==> config.mk <==
export PLATFORM = sky130hd
export DESIGN_NAME = fetch_stage
export DESIGN_NICKNAME = d
export VERILOG_FILES = /design/src/rtl/cpu_pkg.sv /design/src/rtl/fetch_stage.sv
export SDC_FILE = /design/constraint.sdc
export NUM_CORES = 1
export LEC_CHECK = 0
export CORE_ASPECT_RATIO = 0.8
export CORE_MARGIN = 2
export CORE_UTILIZATION = 40
export CTS_BUF_LIST = sky130_fd_sc_hd__clkbuf_4 sky130_fd_sc_hd__clkbuf_8 sky130_fd_sc_hd__clkbuf_16
export CTS_CLUSTER_SIZE = 25
export DETAILED_ROUTE_END_ITERATION = 12
export PLACE_DENSITY = 0.67
export SLEW_MARGIN = 30
export SYNTH_ARGS = -nofsm -noshare
export SYNTH_HDL_FRONTEND = slang
export SYNTH_SLANG_ARGS = --single-unit
==> constraint.sdc <==
create_clock -name clk_i -period 3.3 [get_ports clk_i]
set_clock_uncertainty 0.15 [all_clocks]
set_input_delay 0.66 -clock clk_i [delete_from_list [all_inputs] [get_ports clk_i]]
set_output_delay 0.66 -clock clk_i [all_outputs]
set_load 0.01 [all_outputs]
==> src/rtl/cpu_pkg.sv <==
`default_nettype none
// ============================================================================
//  Module   : cpu_pkg
//  Brief    : Shared CPU constants and fetch-stage state encoding
//  Revision : 1.0 - initial release
// ============================================================================
package cpu_pkg;

   localparam int          XLEN = 32;
   // addi x0, x0, 0 -- canonical RISC-V no-op used for pipeline bubbles
   localparam logic [31:0] NOP  = 32'h0000_0013;

   // FETCH: request outstanding; HOLD: response parked in skid buffer;
   // DROP: outstanding response belongs to a squashed path and is discarded
   typedef enum logic [1:0] {
      FETCH = 2'd0,
      HOLD  = 2'd1,
      DROP  = 2'd2
   } fetch_state_e;

endpackage : cpu_pkg
`default_nettype wire

==> src/rtl/fetch_stage.sv <==
`default_nettype none
// ============================================================================
//  Module   : fetch_stage
//  Brief    : Instruction fetch with IF/ID register, one-entry skid buffer
//             and redirect handling for in-flight memory requests
//  Revision : 1.0 - initial release
// ============================================================================
module fetch_stage
   import cpu_pkg::*;
#(
   parameter logic [31:0] RESET_PC = 32'h0000_0000
) (
   input  logic            clk_i,
   input  logic            rst_i,
   input  logic            stall_i,
   input  logic            flush_i,
   input  logic [XLEN-1:0] target_i,
   output logic            imem_req_o,
   output logic [XLEN-1:0] imem_addr_o,
   input  logic            imem_ack_i,
   input  logic [XLEN-1:0] imem_rdata_i,
   output logic [XLEN-1:0] pc_o,
   output logic [XLEN-1:0] instr_o,
   output logic            valid_o
);

   // Word alignment mask applied to redirect targets
   localparam logic [XLEN-1:0] ALIGN_MASK = 32'hFFFF_FFFC;

   fetch_state_e    state, state_next;
   logic [XLEN-1:0] pc, pc_next;              // address of next fetch
   logic [XLEN-1:0] drop_addr, drop_addr_next; // address of squashed request
   logic [XLEN-1:0] skid_instr, skid_next;
   logic [XLEN-1:0] if_pc, if_pc_next;
   logic [XLEN-1:0] if_instr, if_instr_next;
   logic            if_valid, if_valid_next;
   logic [XLEN-1:0] target_aligned;

   assign target_aligned = target_i & ALIGN_MASK;

   // Request is suppressed during reset; a squashed request keeps its
   // original address on the bus until its response returns.
   assign imem_req_o  = !rst_i && (state != HOLD);
   assign imem_addr_o = (state == DROP) ? drop_addr : pc;

   assign pc_o    = if_pc;
   assign instr_o = if_instr;
   assign valid_o = if_valid;

   // State register
   always_ff @(posedge clk_i) begin
      if (rst_i) begin
         state <= FETCH;
      end else begin
         state <= state_next;
      end
   end

   // Datapath registers: PC, squashed address, skid buffer and IF/ID
   always_ff @(posedge clk_i) begin
      if (rst_i) begin
         pc         <= RESET_PC;
         drop_addr  <= RESET_PC;
         skid_instr <= NOP;
         if_pc      <= '0;
         if_instr   <= NOP;
         if_valid   <= 1'b0;
      end else begin
         pc         <= pc_next;
         drop_addr  <= drop_addr_next;
         skid_instr <= skid_next;
         if_pc      <= if_pc_next;
         if_instr   <= if_instr_next;
         if_valid   <= if_valid_next;
      end
   end

   // Next-state and datapath update; flush outranks ack and stall everywhere
   always_comb begin
      state_next     = state;
      pc_next        = pc;
      drop_addr_next = drop_addr;
      skid_next      = skid_instr;
      if_pc_next     = if_pc;
      if_instr_next  = if_instr;
      if_valid_next  = if_valid;

      case (state)
         FETCH: begin
            if (flush_i) begin
               if_instr_next = NOP;
               if_valid_next = 1'b0;
               pc_next       = target_aligned;
               if (!imem_ack_i) begin
                  // Response still owed for the old address: remember it
                  state_next     = DROP;
                  drop_addr_next = pc;
               end
            end else if (imem_ack_i) begin
               if (stall_i) begin
                  skid_next  = imem_rdata_i;
                  state_next = HOLD;
               end else begin
                  if_pc_next    = pc;
                  if_instr_next = imem_rdata_i;
                  if_valid_next = 1'b1;
                  pc_next       = pc + 32'd4;
               end
            end else if (!stall_i) begin
               if_instr_next = NOP;
               if_valid_next = 1'b0;
            end
         end

         HOLD: begin
            if (flush_i) begin
               if_instr_next = NOP;
               if_valid_next = 1'b0;
               pc_next       = target_aligned;
               state_next    = FETCH;
            end else if (!stall_i) begin
               if_pc_next    = pc;
               if_instr_next = skid_instr;
               if_valid_next = 1'b1;
               pc_next       = pc + 32'd4;
               state_next    = FETCH;
            end
         end

         DROP: begin
            if (flush_i) begin
               // Latest redirect wins; the bus address stays on the old request
               if_instr_next = NOP;
               if_valid_next = 1'b0;
               pc_next       = target_aligned;
            end else if (!stall_i) begin
               if_instr_next = NOP;
               if_valid_next = 1'b0;
            end
            if (imem_ack_i) begin
               state_next = FETCH;
            end
         end

         default: begin
            state_next = FETCH;
         end
      endcase
   end

endmodule : fetch_stage
`default_nettype wire

* Yosys cells after proc, flatten, opt, wreduce, memory -nomap -nowiden
Index checks and enable logic that the tools add are counted.
Cells by class: shift operators 0, multiply operators 0, magnitude comparators 0, bitwise gates (word level) 2, divide/modulo/power cells 0, add/sub/neg operators 1, reductions and logical operators 11, equality and inequality tests 13, muxes and demuxes 35
Operators with widths (count):
- $mux W32 | 17
- $pmux W32 S3 | 2
- $pmux W32 S2 | 1
- $add A32 B3 Y32 const B | 1
- $mux W2 | 7
- $ne A3 B3 Y1 const B | 4
- $ne A2 B2 Y1 const B | 5
- $reduce_and A3 Y1 | 3
- $reduce_and A4 Y1 | 2
- $mux W1 | 6
- $pmux W2 S3 | 1
- $reduce_and A5 Y1 | 1
- $ne A4 B4 Y1 const B | 1
- $pmux W1 S3 | 1
- $reduce_bool A3 Y1 | 1
- $eq A2 B1 Y1 const B | 1
- $eq A2 B2 Y1 const B | 1
- $logic_not A2 Y1 | 1
- $ne A2 B1 Y1 const B | 1
- $not A1 Y1 | 2
- $reduce_bool A2 Y1 | 1
- $logic_and A1 B1 Y1 | 1
- $logic_not A1 Y1 | 1
Word-level totals: bits in writable memories 0, output and inout bits 98, input bits 69, word-level logic and storage cells 69, memories kept 0, ROM bits 0, register bits after elaboration 163, bits in latches 0

* Logic depth before layout (Yosys ltp)
Gate-level depths: netlist of the first run.
word-level depth 5, mapped depth 10, depth with buffers taken out 7

* Worst setup path after synthesis of the first run
No wires, ideal clock.
path kind register to output, from reg state[0], to out imem_addr_o[10], data required time 2.490 ns, stages on the path, launching flop included 6, slack 0.874 ns, data arrival time 1.616 ns, buffers on the path 2, cell sequence dfxtp_1 -> inv_1 -> ha_1 -> clkbuf_1 -> buf_1 -> mux2_2
Between the ends: cells in the longest elaborated chain, start to end 2
RTL lines:
- start: declaration | RTL line fetch_stage.sv:30 | fetch_state_e state, state_next;
- start signal: assignment | RTL line fetch_stage.sv:55 | state <= state_next;
- $eq A2 B2 Y1 | RTL line fetch_stage.sv:44 | assign imem_addr_o = (state == DROP) ? drop_addr : pc;
- $mux W32 | RTL line fetch_stage.sv:44
- end: declaration | RTL line fetch_stage.sv:19 | output logic [XLEN-1:0] imem_addr_o,
Every way passes these cells.

* Final worst setup path of the first run
from reg state[0], to out imem_addr_o[30]
The elaborated chain is that of the path after synthesis.

==> summary.md, run 1 <==
| Metric | Value |
|---|---|
| Status | completed |
| Overflow after GRT | 0 |
| Hold path start | drop_addr[25]$_SDFFE_PP0P_ |
| Post-Syn Instances | 1013 |
| Syn-to-layout area delta | 28.4% |
| Area leader, netlist | dfxtp_1 |
| Worst setup EP type | output port |
| FF-to-FF Start | state[0]$_SDFFE_PP0P_ |
| Layout cells sized above 1 | 10.2% |
| Die Ht | 131 microns |
| Final Util | 52.3% |
| Post-synth ARST share | 0% |
| Routed wire length | 23100 microns |
| Worst Path Required | 2490 ps |
| Register Area | 3140 sq um |
| Nets | 1199 |
| DRC | 0 |
| Fillers | 1888 |
| Clk pin slew, worst setup/hold paths | 60 ps |
| Average cell area after synthesis | 7.94 sq um |
| Synth area leaders | dfxtp_1 (39%), nand2_1 (9.8%), a21oi_1 (5.4%) |
| Post-CTS Resized | 1 |
| Kind of critical path | reg -> out |
| Core Box Area | 19700 sq um |
| Total global-route track usage | 21.7% |
| Number of synthesized flops with an enable pin | 0 |
| Post-CTS Setup Inserts | 0 |
| Pwr per Cell Area | 502 nW/um^2 |
| TritonRoute pass-1 iters | 5 |
| Die area | 21300 sq um |
| FF-to-FF setup slack | 570 ps |
| Pre-CTS setup slack | 256 ps |
| Final setup viols | 0 |
| Slew Limit Fails | 0 |
| H-tree Lvls | 4 |
| Vias in the first global route | 6890 |
| CTS max path bufs | 2 |
| Leak | 3.83 nW |
| Crit-path max FO | 38 |
| Post-synthesis cell area | 8040 sq um |
| Rows | 46 |
| Ys Warns | 0 |
| Via count | 7669 |
| CP Launch Type | flop |
| Post-CTS Hold Buffers | 0 |
| Post-DRT Antenna Nets | 0 |
| Placed Instances | 1370 |
| Critical Path AT | 2360 ps |
| CTS tree | done |
| Seq/Total Area, Yosys | 39.1% |
| Multi-input gate area | 4400 sq um |
| Initial core utilization | 40.7% |
| Final std cells w/o fill | 1402 |
| CTS Buf Count | 17 |
| Hold_ws | 303 ps |
| Clock latency on the worst-skew pair | 430 ps |
| CTS sink count | 157 |
| RSZ-0062 raised after global routing | false |
| Die W | 163 microns |
| Antenna violations before repair | 0 |
| Yosys cell types | 64 |
| TNS Setup | 0 ps |
| Worst R2R End | pc[31]$_SDFFE_PP0P_ |
| Via density | 5.47 |
| Hold Violations, Final | 0 |
| Slew headroom | 44.1% |
| Detailed Place HPWL | 14500 microns |
| Final min period | 3170 ps |
| FF+latch count, synth | 157 |
| Placer congestion estimate | 0.795 |
| Maxcap violations | 0 |
| WL per Instance | 16.5 microns |
| DR iter-0 viols | 591 |
| Most frequent cell after synthesis | nand2_1 |
| # diodes | 0 |
| Tcrit/Tclk final | 96.2% |
| Largest net degree at the start of global routing | 160 |
| CTS Root Buffer Type | clkbuf_16 |
| Min-delay worst type | reg -> reg |
| Reg2Reg Depth | 6 |
| Buffers on Ports | 160 |
| Worst VDD drop | 266 uV |
| Tightest Pin Transition | 836 ps |
| Worst setup slack after layout | 125 ps |
| Worst Hold End | drop_addr[25]$_SDFFE_PP0P_ |
| Ports | 167 |
| Synth top cells by count | nand2_1 (210), dfxtp_1 (157), nor2_1 (95) |
| Synth Flop Type | dfxtp_1 |
| Max Clk Rate | 315 MHz |
| Global-route wire length before repair | 36900 microns |
| Share of the synthesized area in the top cell type | 39.1% |
| Hold depth | 2 |
## layout make-up
cell class,count,area share [%]
timing repair buffer,190,17.9
tap,264,3.20
multi-input combinational,750,42.6
inverter,9,0.327
sequential,157,30.4
clock inverter,12,1.08
clock buffer,20,4.46
## how the worst max path moves through the flow
stage | endpoint | depth (start not counted) | from | slack (ps)
2_1_floorplan | imem_addr_o[10] | 5 | state[0]$_SDFFE_PP0P_ | 870
3_3_place_gp | pc[31]$_SDFFE_PP0P_ | 6 | flush_i | 290
5_1_grt | imem_addr_o[30] | 4 | state[0]$_SDFFE_PP0P_ | 20
4_1_cts | imem_addr_o[16] | 4 | state[0]$_SDFFE_PP0P_ | 110
3_5_place_dp | pc[31]$_SDFFE_PP0P_ | 6 | flush_i | 260
6_report | imem_addr_o[30] | 4 | state[0]$_SDFFE_PP0P_ | 130
## sequential cells by signal (all words and copies together) (netlist names)
| name | cells |
|---|---|
| valid_o | 1 |
| drop_addr | 30 |
| pc_o | 30 |
| instr_o | 32 |
| skid_instr | 32 |
| pc | 30 |
| state | 2 |
## per-layer routing
metal	track usage, %	up-vias	part of all wire [%]
met5	0	-	0
met4	6.09	0	1.5
met3	4.51	25	6.4
met2	33.0	243	45
met1	31.2	3597	47
li1	-	3804	-
## worst max-delay path, cell delays in order (launching register included)
cell	delay, ps
dfxtp_1	370
inv_1	140
ha_4	510
mux2_2	420
clkdlybuf4s50_1	480
## kinds of logic (layout without fill, tap and decap cells)
| logic type | after synthesis | in the layout | share of synthesized area (%) |
|---|---|---|---|
| and+or+nand+nor | 396 | 396 | 21.8 |
| adders and majority gates | 5 | 5 | 0.778 |
| muxes | 60 | 60 | 8.06 |
| other | 1 | 4 | 0.0466 |
| DFF | 157 | 157 | 39.1 |
| AOI/OAI and AO/OA | 285 | 285 | 23.5 |
| buffers and inverters | 109 | 231 | 6.72 |
## cell usage in the layout (no fill, tap or decap), types with 5 or more instances in the layout
master and count:
nor2_1 92, a32oi_1 6, buf_4 29, mux2_2 28
mux2i_1 31, clkdlybuf4s50_1 158, a31oi_1 7, and3_1 6
o31ai_1 7, dfxtp_1 157, a22oi_1 29, or4_1 5
nand2_1 210, a211oi_1 32, nor3_1 10, nand3_1 27
clkbuf_16 17, o21ai_0 44, a22o_1 33, nand4_1 6
inv_1 9, o211ai_1 6, a21oi_1 86
## power by group
part           leakage [nW]  switching (mW)  internal, mW
registers              1.28           0.142          2.02
clock network         0.276           0.837          1.09
logic                  2.27           0.589         0.510
## per-stage QoR
stage	total power [mW]	instance area, sq um
after floorplan	2.83	8050
after global placement	3.28	9740
after detailed placement	3.29	9740
after CTS	5.23	10300
after global routing	5.43	10300
final	5.18	10300
No activity file was read; power rests on OpenSTA's default activity.
==> inputs of run 2 (changes only) <==
--- a/config.mk
+++ b/config.mk
@@ -7,11 +7,11 @@
 export LEC_CHECK = 0
 export CORE_ASPECT_RATIO = 0.8
 export CORE_MARGIN = 2
-export CORE_UTILIZATION = 40
+export CORE_UTILIZATION = 56
 export CTS_BUF_LIST = sky130_fd_sc_hd__clkbuf_4 sky130_fd_sc_hd__clkbuf_8 sky130_fd_sc_hd__clkbuf_16
 export CTS_CLUSTER_SIZE = 25
 export DETAILED_ROUTE_END_ITERATION = 12
-export PLACE_DENSITY = 0.67
+export PLACE_DENSITY = 0.88
 export SLEW_MARGIN = 30
 export SYNTH_ARGS = -nofsm -noshare
 export SYNTH_HDL_FRONTEND = slang
==> summary.md, run 2 (same netlist as run 1, synthesis figures left out) <==
| Metric | Value |
|---|---|
| Nets | 1198 (-0.083%) |
| Global-route wire length before repair | 36000 microns (-2.4%) |
| Via count | 7897 (+3.0%) |
| Layout cells sized above 1 | 10.0% (-0.17 points) |
| Vias in the first global route | 7162 (+3.9%) |
| Most frequent cells in the layout | nand2_1 (210), clkdlybuf4s50_1 (158), dfxtp_1 (157) |
| Clock latency on the worst-skew pair | 420 ps (about the same) |
| Pwr per Cell Area | 520 nW/um^2 (+3.6%) |
| Maxcap violations | 0 (unchanged) |
| Min-delay worst type | reg -> reg |
| Die Ht | 111 microns (-15%) |
| Hold Violations, Final | 0 (unchanged) |
| Critical Path AT | 2280 ps (-80 ps) |
| Slowest Stage Delay on Critical Path | 500 ps (about the same) |
| Leak | 3.85 nW (+0.64%) |
| Register Area | 3140 sq um (unchanged) |
| Initial core utilization | 56.8% (+16 points) |
| Final min period | 3090 ps (-84.9 ps) |
| Max Clk Rate | 324 MHz (+2.7%) |
| Crit-path max FO | 28 (-26%) |
| Core Box Area | 14200 sq um (-28%) |
| Final setup viols | 0 (unchanged) |
| CTS Root Buffer Type | clkbuf_16 |
| Slew headroom | 44.7% (+0.65 points) |
| Most common cell after layout, fill and taps aside | nand2_1 |
| DRC | 0 (unchanged) |
| Hold path start | drop_addr[8]$_SDFFE_PP0P_ |
| TritonRoute pass-1 iters | 5 (unchanged) |
| Clk pin slew, worst setup/hold paths | 60 ps (about the same) |
| Fillers | 1058 (-44%) |
| CTS tree | done |
| H-tree Lvls | 4 (unchanged) |
| CP Launch Type | flop |
| Slowest stage cell, crit path | clkdlybuf4s50_1 |
| Kind of critical path | reg -> out |
| Slew Limit Fails | 0 (unchanged) |
| Worst Hold End | drop_addr[8]$_SDFFE_PP0P_ |
| Worst setup EP type | output port |
| Buffers on Ports | 160 (unchanged) |
| CTS max path bufs | 2 (unchanged) |
| Worst R2R End | pc[31]$_SDFFE_PP0P_ |
| Overflow after GRT | 0 (unchanged) |
| Multi-input gate area | 4400 sq um (about the same) |
| Die area | 15300 sq um (-28%) |
| FF-to-FF Start | state[0]$_SDFFE_PP0P_ |
| Rows | 39 (-15%) |
| Final std cells w/o fill | 1321 (-5.8%) |
| # diodes | 0 (unchanged) |
| Placed Instances | 1288 (-6.0%) |
| Post-CTS Setup Inserts | 0 (unchanged) |
| Worst VDD drop | 461 uV (+73%) |
| Power consumption | 5.35 mW (+3.3%) |
| FF-to-FF setup slack | 610 ps (+40 ps) |
| Tcrit/Tclk final | 93.6% (-2.6 points) |
| Syn-to-layout area delta | 28.0% |
| Status | completed |
| RSZ-0062 raised after global routing | false |
| CTS Buf Count | 17 (unchanged) |
| Largest net degree at the start of global routing | 160 (unchanged) |
| Detailed Place HPWL | 14000 microns (-3.7%) |
| DR iter-0 viols | 722 (+22%) |
| Worst Path Required | 2490 ps (about the same) |
| WL per Instance | 17.0 microns (+3.3%) |
| Antenna violations before repair | 0 (unchanged) |
| Total global-route track usage | 29.0% (+7.3 points) |
| Post-DRT Antenna Nets | 0 (unchanged) |
| Ports | 167 (unchanged) |
| Placer congestion estimate | 0.852 (+7.2%) |
| TNS Setup | 0 ps (unchanged) |
| Hold depth | 2 (unchanged) |
| Tightest Pin Transition | 826 ps (-9.71 ps) |
| Crit path cell chain | inv_1 -> ha_4 -> buf_12 -> mux2_2 -> clkdlybuf4s50_1 |
| Via density | 5.98 (+9.3%) |
| CTS sink count | 157 (unchanged) |
| Reg2Reg Depth | 7 (+1) |
| Routed wire length | 22500 microns (-2.7%) |
| Die W | 138 microns (-15%) |
==> run 2: cell count changes in the layout (fill, tap and decap cells not counted), sizes merged <==
cell and delta:
buf -1, bufinv +3, clkbuf +2, clkinv -3
inv -2
==> run 2: report_power, final <==
group | switching, mW | leakage [nW] | internal, mW | total [mW]
combinational | 0.589 | 2.27 | 0.515 | 1.10
sequential | 0.148 | 1.28 | 2.02 | 2.16
clock | 0.776 | 0.302 | 1.31 | 2.08
==> run 2: worst max path at each step <==
stage                                startpoint                        to
final                     state[0]$_SDFFE_PP0P_           imem_addr_o[30]
after global routing      state[0]$_SDFFE_PP0P_           imem_addr_o[30]
after CTS                 state[0]$_SDFFE_PP0P_           imem_addr_o[30]
after detailed placement                flush_i  instr_o[25]$_SDFFE_PP0P_
after global placement                  flush_i        pc[7]$_SDFFE_PP0P_
after floorplan           state[0]$_SDFFE_PP0P_           imem_addr_o[10]
==> run 2: metrics by stage <==
| stage | util [%] | area [sq um] | hold slack (ps) | setup slack (ps) |
|---|---|---|---|---|
| 2_1_floorplan | - | 8050 | 283 | 874 |
| 3_3_place_gp | 68.0 | 9620 | 288 | 279 |
| 3_5_place_dp | 68.0 | 9620 | 296 | 235 |
| 4_1_cts | 72.4 | 10300 | 305 | 114 |
| 5_1_grt | 72.7 | 10300 | 324 | 88.7 |
| 6_report | 72.7 | 10300 | 306 | 210 |
==> run 2: layer usage <==
| layer | up-vias | wire [microns] | track usage, % |
|---|---|---|---|
| met5 | - | 0 | 0 |
| met4 | 0 | 456 | 10.1 |
| met3 | 34 | 1550 | 5.12 |
| met2 | 330 | 10300 | 44.2 |
| met1 | 3734 | 10200 | 41.3 |
| li1 | 3799 | - | - |
==> run 2: final cells by class <==
class                           instances  area share, %
Clock buffer                           22           4.50
Tap cell                              184           2.24
Inverter                                9          0.328
Timing Repair Buffer                  189           18.0
Sequential cell                       157           30.5
Clock inverter                         10           1.61
Multi-Input combinational cell        750           42.7
==> run 2: worst max-delay path: cells and delay by family (launching register included) <==
kind                       cells  cell delay (ps)
muxes                          1              360
DFF                            1              380
buffers and inverters          3              870
adders and majority gates      1              250
==> run 2: what timing repair did <==
action	in CTS	in global routing
setup endpoints to repair	21	1
hold buffers	0	0
resized for setup	1	1
pin swaps	0	0
==> inputs of run 3 (changes only) <==
--- a/config.mk
+++ b/config.mk
@@ -11,7 +11,8 @@
 export CTS_BUF_LIST = sky130_fd_sc_hd__clkbuf_4 sky130_fd_sc_hd__clkbuf_8 sky130_fd_sc_hd__clkbuf_16
 export CTS_CLUSTER_SIZE = 25
 export DETAILED_ROUTE_END_ITERATION = 12
-export PLACE_DENSITY = 0.88
+export GPL_ROUTABILITY_DRIVEN = 0
+export PLACE_DENSITY = 0.95
 export SLEW_MARGIN = 30
 export SYNTH_ARGS = -nofsm -noshare
 export SYNTH_HDL_FRONTEND = slang
==> summary.md, run 3 (same netlist as run 1, synthesis figures left out) <==
| Metric | Value |
|---|---|
| Most common cell after layout, fill and taps aside | nand2_1 |
| Hold depth | 2 (unchanged) |
| Routed wire length | 22800 microns (+1.4%) |
| Tightest Pin Transition | 814 ps (-12.1 ps) |
| CTS Buf Count | 17 (unchanged) |
| Pre-CTS setup slack | 324 ps (+88.6 ps) |
| Vias in the first global route | 7290 (+1.8%) |
| Detailed Place HPWL | 14300 microns (+2.3%) |
| Hold Violations, Final | 0 (unchanged) |
| Post-CTS Hold Buffers | 0 (unchanged) |
| Kind of critical path | reg -> out |
| Worst setup slack after layout | 161 ps (-48.6 ps) |
| Clock latency on the worst-skew pair | 430 ps (about the same) |
| Leak | 3.83 nW (-0.69%) |
| Total global-route track usage | 29.6% (+0.54 points) |
| Post-Layout Inst Area | 10200 sq um (-0.71%) |
| Die Ht | 111 microns (unchanged) |
| Via density | 6.14 (+2.7%) |
| Placed Instances | 1287 (-0.078%) |
| DRC | 0 (unchanged) |
| Initial core utilization | 56.8% (unchanged) |
| # diodes | 0 (unchanged) |
| Most frequent cells in the layout | nand2_1 (210), clkdlybuf4s50_1 (158), dfxtp_1 (157) |
| Pwr per Cell Area | 520 nW/um^2 (about the same) |
| Final min period | 3140 ps (+48.6 ps) |
| Max Clk Rate | 319 MHz (-1.5%) |
| H-tree Lvls | 4 (unchanged) |
| Tcrit/Tclk final | 95.1% (+1.5 points) |
| Layout cells sized above 1 | 9.78% (-0.25 points) |
| Buffers on Ports | 160 (unchanged) |
| Clk pin slew, worst setup/hold paths | 60 ps (about the same) |
| Overflow after GRT | 0 (unchanged) |
| RSZ-0062 raised after global routing | false |
| Fillers | 1046 (-1.1%) |
| Post-CTS Resized | 0 (-1) |
| TritonRoute pass-1 iters | 5 (unchanged) |
| WL per Instance | 17.3 microns (+1.6%) |
| Final std cells w/o fill | 1319 (-0.15%) |
| Crit-path max FO | 27 (-3.6%) |
| TNS Setup | 0 ps (unchanged) |
| Slew headroom | 45.6% (+0.88 points) |
| Ports | 167 (unchanged) |
| Nets | 1196 (-0.17%) |
| DR iter-0 viols | 890 (+23%) |
| Rows | 39 (unchanged) |
| Die area | 15300 sq um (unchanged) |
| Antenna violations before repair | 0 (unchanged) |
| Via count | 8094 (+2.5%) |
| Worst setup EP type | output port |
| Min-delay worst type | reg -> reg |
| Slew Limit Fails | 0 (unchanged) |
| Status | completed |
| Core Box Area | 14200 sq um (unchanged) |
| Reg2Reg Depth | 8 (+1) |
| Syn-to-layout area delta | 27.1% |
| CTS tree | done |
| Global-route wire length before repair | 36600 microns (+1.6%) |
| CP Launch Type | flop |
| Hold_ws | 303 ps (-2.69 ps) |
| Largest net degree at the start of global routing | 96 (-40%) |
| Post-DRT Antenna Nets | 0 (unchanged) |
| Placed Instance Area | 9590 sq um (-0.34%) |
| CTS max path bufs | 2 (unchanged) |
| Critical Path AT | 2330 ps (+50 ps) |
| Die W | 138 microns (unchanged) |
| CTS sink count | 157 (unchanged) |
| Worst Path Required | 2490 ps (about the same) |
| Maxcap violations | 0 (unchanged) |
| Final setup viols | 0 (unchanged) |
| Post-CTS Setup Inserts | 0 (unchanged) |
| CTS Root Buffer Type | clkbuf_16 |
| Worst VDD drop | 385 uV (-16%) |
[run 3: changes by cell type in the layout (fill, tap and decap cells not counted)]
cell,previous run,this run
ha_1,4,5
buf_6,0,1
buf_16,1,0
bufinv_16,4,3
ha_4,1,0
buf_12,2,0
clkbuf_4,5,3
clkbuf_8,0,3
[run 3: stage by stage]
stage                     power [mW]  utilization, %
after detailed placement        3.27            67.8
after global placement          3.23            67.8
final                           5.31            72.2
after floorplan                 2.83               -
after global routing            5.52            72.2
after CTS                       5.31            72.2
[run 3: path summary, 6_finish.rpt]
path | start | endpoint | slack, ps
hold reg to reg | drop_addr[27]$_SDFFE_PP0P_ | drop_addr[27]$_SDFFE_PP0P_ | 300
setup / recovery | state[0]$_SDFFE_PP0P_ | imem_addr_o[29] | 160
hold / removal | drop_addr[27]$_SDFFE_PP0P_ | drop_addr[27]$_SDFFE_PP0P_ | 300
setup reg to reg | state[0]$_SDFFE_PP0P_ | instr_o[24]$_SDFFE_PP0P_ | 530
[run 3: cell type report]
class,instances,area [sq um],share of cell area [%]
clock buffers,23,489,4.79
clock inverters,9,135,1.32
multi-input cells,750,4390,42.9
well taps,184,230,2.25
flip-flops and latches,157,3140,30.8
inverters,9,33.8,0.331
repair buffers,187,1800,17.6
[run 3: metal layers]
layer / up-vias / global-route usage [%] / share of wire (%)
met3: 52 / 5.40 / 8.2
met4: 0 / 12.9 / 2.8
li1: 3800 / - / -
met1: 3802 / 41.1 / 43
met2: 440 / 44.7 / 46
met5: - / 0 / 0
[run 3: where the power goes]
| part | internal, mW | total (mW) | switching, mW |
|---|---|---|---|
| clock network | 1.28 | 2.06 | 0.780 |
| logic | 0.501 | 1.09 | 0.591 |
| registers | 2.02 | 2.16 | 0.147 |
[run 3: critical path, stage by stage, from the launching register on]
cell             delay [ps]
dfxtp_1                 430
inv_1                   100
ha_1                    220
buf_4                   260
o21ai_0                 290
clkdlybuf4s50_1         600
